$ cat src/rtl/stream_to_vga_sink.sv
// Pixel-stream to VGA raster bridge: FIFO-buffers an upstream
// pixel stream and aligns its frame markers to the vga_sync raster.
// Ports:
//   clk, reset      pixel clock, async active-low reset
//   pix_in, sof_in, valid_in, output_ready
//                   upstream stream (transfer = valid_in && output_ready)
//   hcount, vcount, visible
//                   raster position from vga_sync
//   pix_out, pix_out_valid
//                   registered pixel, or black fill when not valid
//   fifo_level      FIFO occupancy
//   underflow, misalign, err_count
//                   sticky error flags and saturating resync count
module stream_to_vga_sink #(
    parameter int DEPTH   = 16,
    parameter int PREFILL = 8
) (
    input  logic                   clk,
    input  logic                   reset,
    input  logic [7:0]             pix_in,
    input  logic                   sof_in,
    input  logic                   valid_in,
    output logic                   output_ready,
    input  logic [9:0]             hcount,
    input  logic [9:0]             vcount,
    input  logic                   visible,
    output logic [7:0]             pix_out,
    output logic                   pix_out_valid,
    output logic [$clog2(DEPTH):0] fifo_level,
    output logic                   underflow,
    output logic                   misalign,
    output logic [7:0]             err_count
);

    localparam int AW = $clog2(DEPTH);
    localparam int LW = AW + 1;
    localparam logic [LW-1:0] FULL_LVL = LW'(DEPTH);
    localparam logic [LW-1:0] PRE_LVL  = LW'(PREFILL);

    typedef enum logic [1:0] {
        RESYNC,
        FILL,
        STREAM
    } state_t;

    state_t        state;
    state_t        next_state;
    logic [8:0]    mem [DEPTH];
    logic [AW-1:0] wr_ptr;
    logic [AW-1:0] rd_ptr;
    logic [LW-1:0] level;

    logic       fs;
    logic       push;
    logic       wr_en;
    logic       pop;
    logic       flush;
    logic       ufl;
    logic       mis;
    logic [8:0] head;

    assign fs   = visible && (hcount == 10'd0) && (vcount == 10'd0);
    assign head = mem[rd_ptr];

    // RESYNC must keep draining upstream so stale beats are dropped
    assign output_ready = (state == RESYNC) || (level != FULL_LVL);
    assign push         = valid_in && output_ready;
    assign fifo_level   = level;

    always_comb begin
        wr_en      = 1'b0;
        pop        = 1'b0;
        flush      = 1'b0;
        ufl        = 1'b0;
        mis        = 1'b0;
        next_state = state;
        case (state)
            RESYNC: begin
                if (push && sof_in) begin
                    wr_en      = 1'b1;
                    next_state = FILL;
                end
            end
            FILL: begin
                wr_en = push;
                if (fs && (level >= PRE_LVL)) begin
                    pop        = 1'b1;
                    next_state = STREAM;
                end
            end
            STREAM: begin
                wr_en = push;
                if (visible) begin
                    if (level == '0) begin
                        ufl   = 1'b1;
                        flush = 1'b1;
                    end else if (head[8] != fs) begin
                        // frame marker and raster disagree
                        mis   = 1'b1;
                        flush = 1'b1;
                    end else begin
                        pop = 1'b1;
                    end
                end
                if (flush) begin
                    // flush wins over a same-cycle push
                    wr_en      = 1'b0;
                    next_state = RESYNC;
                end
            end
            default: next_state = RESYNC;
        endcase
    end

    always_ff @(posedge clk) begin
        if (wr_en) begin
            mem[wr_ptr] <= {sof_in, pix_in};
        end
    end

    always_ff @(posedge clk or negedge reset) begin
        if (!reset) begin
            state         <= RESYNC;
            wr_ptr        <= '0;
            rd_ptr        <= '0;
            level         <= '0;
            pix_out       <= 8'd0;
            pix_out_valid <= 1'b0;
            underflow     <= 1'b0;
            misalign      <= 1'b0;
            err_count     <= 8'd0;
        end else begin
            state         <= next_state;
            pix_out       <= pop ? head[7:0] : 8'd0;
            pix_out_valid <= pop;
            if (flush) begin
                wr_ptr <= '0;
                rd_ptr <= '0;
                level  <= '0;
            end else begin
                if (wr_en) begin
                    wr_ptr <= wr_ptr + 1'b1;
                end
                if (pop) begin
                    rd_ptr <= rd_ptr + 1'b1;
                end
                level <= level + LW'(wr_en) - LW'(pop);
            end
            if (ufl) begin
                underflow <= 1'b1;
            end
            if (mis) begin
                misalign <= 1'b1;
            end
            if ((ufl || mis) && (err_count != 8'hFF)) begin
                err_count <= err_count + 8'd1;
            end
        end
    end

endmodule

$ cat config.mk
export PLATFORM = sky130hd
export DESIGN_NAME = stream_to_vga_sink
export DESIGN_NICKNAME = d
export VERILOG_FILES = /design/src/rtl/stream_to_vga_sink.sv
export SDC_FILE = /design/constraint.sdc
export NUM_CORES = 1
export LEC_CHECK = 0
export BUFFER_PORTS_ARGS = -buffer_cell sky130_fd_sc_hd__buf_2
export CELL_PAD_IN_SITES_DETAIL_PLACEMENT = 1
export CELL_PAD_IN_SITES_GLOBAL_PLACEMENT = 1
export CORE_ASPECT_RATIO = 0.7
export CORE_UTILIZATION = 45
export DETAILED_ROUTE_END_ITERATION = 7
export PLACE_DENSITY = 0.76
export SLEW_MARGIN = 30
export SYNTH_ARGS = -nofsm -noshare
export SYNTH_HDL_FRONTEND = slang
export SYNTH_SLANG_ARGS = --single-unit
$ cat constraint.sdc
create_clock -name clk -period 5.6 [get_ports clk]
set_input_delay 1.12 -clock clk [delete_from_list [all_inputs] [get_ports clk]]
set_output_delay 1.12 -clock clk [all_outputs]
set_load 0.01 [all_outputs]
==> flow_metrics.tcl <==
set metrics [dict create \
    outcome "finished clean" \
    syn_inst 485 \
    path_class "input port to flip-flop" \
    fin_crit_ns 4.56 \
    async_flop_share 0.191 \
    ys_types 54 \
    ant_nets 0 \
    synth_ff_type "edfxtp_1" \
    cts_buffer_depth 2 \
    grt_start_max_net_pins 53 \
    layout.cells.non_filler 792 \
    die_width_um 158 \
    vdd_drop_max_mv 0.234 \
    utilization 0.542 \
    start_util 0.466 \
    dieHeight_um 111 \
    avgViaCountPerCell 5.87 \
    syn_area_um2 7700 \
    ys_warn_count 0 \
    critPathSlowestCell "and2_1" \
    cts.hold.buffers_added 0 \
    dpl.cell_count 760 \
    crit_chain "buf_2, nor4b_1, nand4_1, nor2_1, or3_1, and2_1, inv_1, ha_1, inv_1, ha_1, inv_1, fa_1, inv_1, a21oi_1, nor2_1, nor2_1, xnor2_1, nor2_1" \
    die-area_um2 17700 \
    max_cap_violations 0 \
    place_congestion 0.794 \
    drt-initial-drc-count 450 \
    core_area_um2 16500 \
    drt_first_pass_iters 5 \
    wl_per_cell_um 23.9 \
    cts.clk_slew.worst_paths_ns 0.07 \
    synth_commonest_cells "edfxtp_1 (144), mux2i_1 (36), dfrtp_1 (34)" \
    tightest_slew_ns 0.990 \
    clk-insertion-delay-late_ns 0.43 \
    syn_to_final_growth_pct 16.5 \
    synthTopCellsByArea "edfxtp_1 (56%), dfrtp_1 (11%), mux4_2 (5.8%)" \
    syn-num-nets 538 \
    min_path_cells 1 \
    synthDominantCellAreaShare 0.561 \
    setup-tns-final_ns 0 \
    hold_ws_ns 0.484 \
    finalSetupViolCount 0 \
    root_buffer "clkbuf_16" \
    hpwl_um 12400 \
    max_freq_mhz 219 \
    ys_ff_latch 178 \
    final_nets 607 \
    numClockSinks 178 \
    slew_headroom 0.337 \
    post_cts_resized 0 \
    place_area_um2 8330 \
    drive_gt1_frac 0.268 \
    max_stage_delay_ns 0.66 \
    min_period_over_period 0.814 \
    routed_wl_um 18900 \
    critPathBufInv 5 \
    row_count 39 \
    yosysMostFrequentCell "edfxtp_1" \
    yosys.area.top_type "edfxtp_1" \
    yosysSeqAreaShare 0.672 \
    cts_setup_buffers 0 \
    design.portCount 58 \
    critPathLaunchType "input port" \
    fin_skew_ns 0.0107 \
    r2r_start "rd_ptr[3]$_DFFE_PN0P_" \
    hold_viol 0 \
    cp_top_family "simple AND/OR/NAND/NOR gates" \
    antenna_cells 0 \
    worstHoldStart "misalign$_DFFE_PN0P_" \
    stdcell_area_um2 8970 \
    hold_end "misalign$_DFFE_PN0P_" \
    hp-class "flip-flop to flip-flop" \
    setup.worst_path.end_class "flip-flop" \
    drc 0 \
    arrival_ns 4.85 \
    leakagePower_nw 3.22 \
    reg2reg_slack_ns 1.06 \
    grtUsageTotal 0.230 \
    required_ns 5.89 \
    grt_pass1_wl_um 29200 \
    cts_max_level 4 \
    synth_edf_count 144 \
    antenna_found_initial 0 \
    rsz0062_at_grt "no" \
    timing.rr.end "fifo_level[4]$_DFF_PN0_" \
    r2r_cells 17 \
    synth.avg_cell_area_um2 15.9 \
    maxSlewViolCount 0 \
    vias 4649 \
    path_max_fanout 9 \
    port_buffers 57 \
    power_density_nw_per_um2 441 \
    cts_buffers 17 \
    cts_tree "built" \
    globalRouteOverflowTotal 0 \
    grt_pass1_vias 4877 \
    n_fill_cell 1587 \
]
## per-stage QoR
stage / total power (W) / setup slack (ns)
after global routing: 0.00410 / 0.811
after CTS: 0.00397 / 1.01
after floorplan: 0.00238 / 1.61
after global placement: 0.00264 / 0.931
final: 0.00395 / 1.04
after detailed placement: 0.00269 / 0.663
## area by class of cell
cell class | instances | area (um^2) | share of cell area
multi-input combinational | 270 | 2430 | 0.271
sequential | 178 | 5180 | 0.577
clock inverter | 15 | 203 | 0.0226
timing repair buffer | 72 | 398 | 0.0443
tap | 225 | 282 | 0.0314
inverter | 15 | 56.3 | 0.00628
clock buffer | 17 | 425 | 0.0474
## cells by family (layout without fill, tap and decap cells)
kind of cell,Yosys count,in the layout,share of synthesized area
AOI/OAI and AO/OA,66,66,0.0622
adders and majority gates,20,20,0.0335
buffers and inverters,37,119,0.0216
xor gates and xnor gates,11,11,0.0125
muxes,62,62,0.115
and+or+nand+nor,111,111,0.0831
DFF,178,178,0.672
## state kept, by name, indices dropped and copies added, names as in the netlist
name,cells
mem,144
err_count,8
pix_out,8
fifo_level,5
rd_ptr,4
wr_ptr,4
state,2
misalign,1
pix_out_valid,1
underflow,1
## worst max-delay path by stage
stage,from,to,slack (ns),cells after the start
CTS,rd_ptr[3]$_DFFE_PN0P_,fifo_level[4]$_DFF_PN0_,1.01,17
detailed placement,vcount[1],fifo_level[4]$_DFF_PN0_,0.66,18
global route,hcount[1],fifo_level[4]$_DFF_PN0_,0.81,18
global placement,vcount[1],fifo_level[4]$_DFF_PN0_,0.93,18
finish,vcount[1],fifo_level[4]$_DFF_PN0_,1.04,18
floorplan,vcount[1],fifo_level[4]$_DFF_PN0_,1.61,19
## worst reg2reg max path, cell delays in order (launching register included)
cell and delay [ns]:
dfrtp_1 0.52, inv_1 0.45, mux2i_1 0.17, mux2i_2 0.62
or3_1 0.36, and2_1 0.66, inv_1 0.16, ha_1 0.33
inv_1 0.07, ha_1 0.16, inv_1 0.06, fa_1 0.39
inv_1 0.07, a21oi_1 0.05, nor2_1 0.09, nor2_1 0.05
xnor2_1 0.14, nor2_1 0.06
## power by group
part	leakage, nW	internal [W]	switching [W]	total (W)
Combinational	1.17	0.000420	0.000565	0.000985
Sequential	1.74	0.00158	0.000119	0.00170
Clock	0.306	0.000752	0.000520	0.00127
Total	3.22	0.00275	0.00120	0.00395
## metal layers
layer / global-route usage / vias to the layer above / wire length [um]
met3: 0.0440 / 15 / 1010
met1: 0.334 / 2441 / 8780
met5: 0 / - / 0
met4: 0.0622 / 0 / 151
li1: - / 2056 / -
met2: 0.357 / 137 / 9000
## cell usage in the layout (no fill, tap or decap), types with 17 or more instances in the layout
master	Yosys	routed
dfrtp_1	34	33
nand2_1	22	22
a21oi_1	17	17
edfxtp_1	144	144
mux2i_1	36	35
clkbuf_16	0	17
nor2_1	18	18
mux4_2	20	20
buf_2	1	57
o221ai_1	18	18
ha_1	19	19
Note: power is estimated with default switching activity, not from simulation.
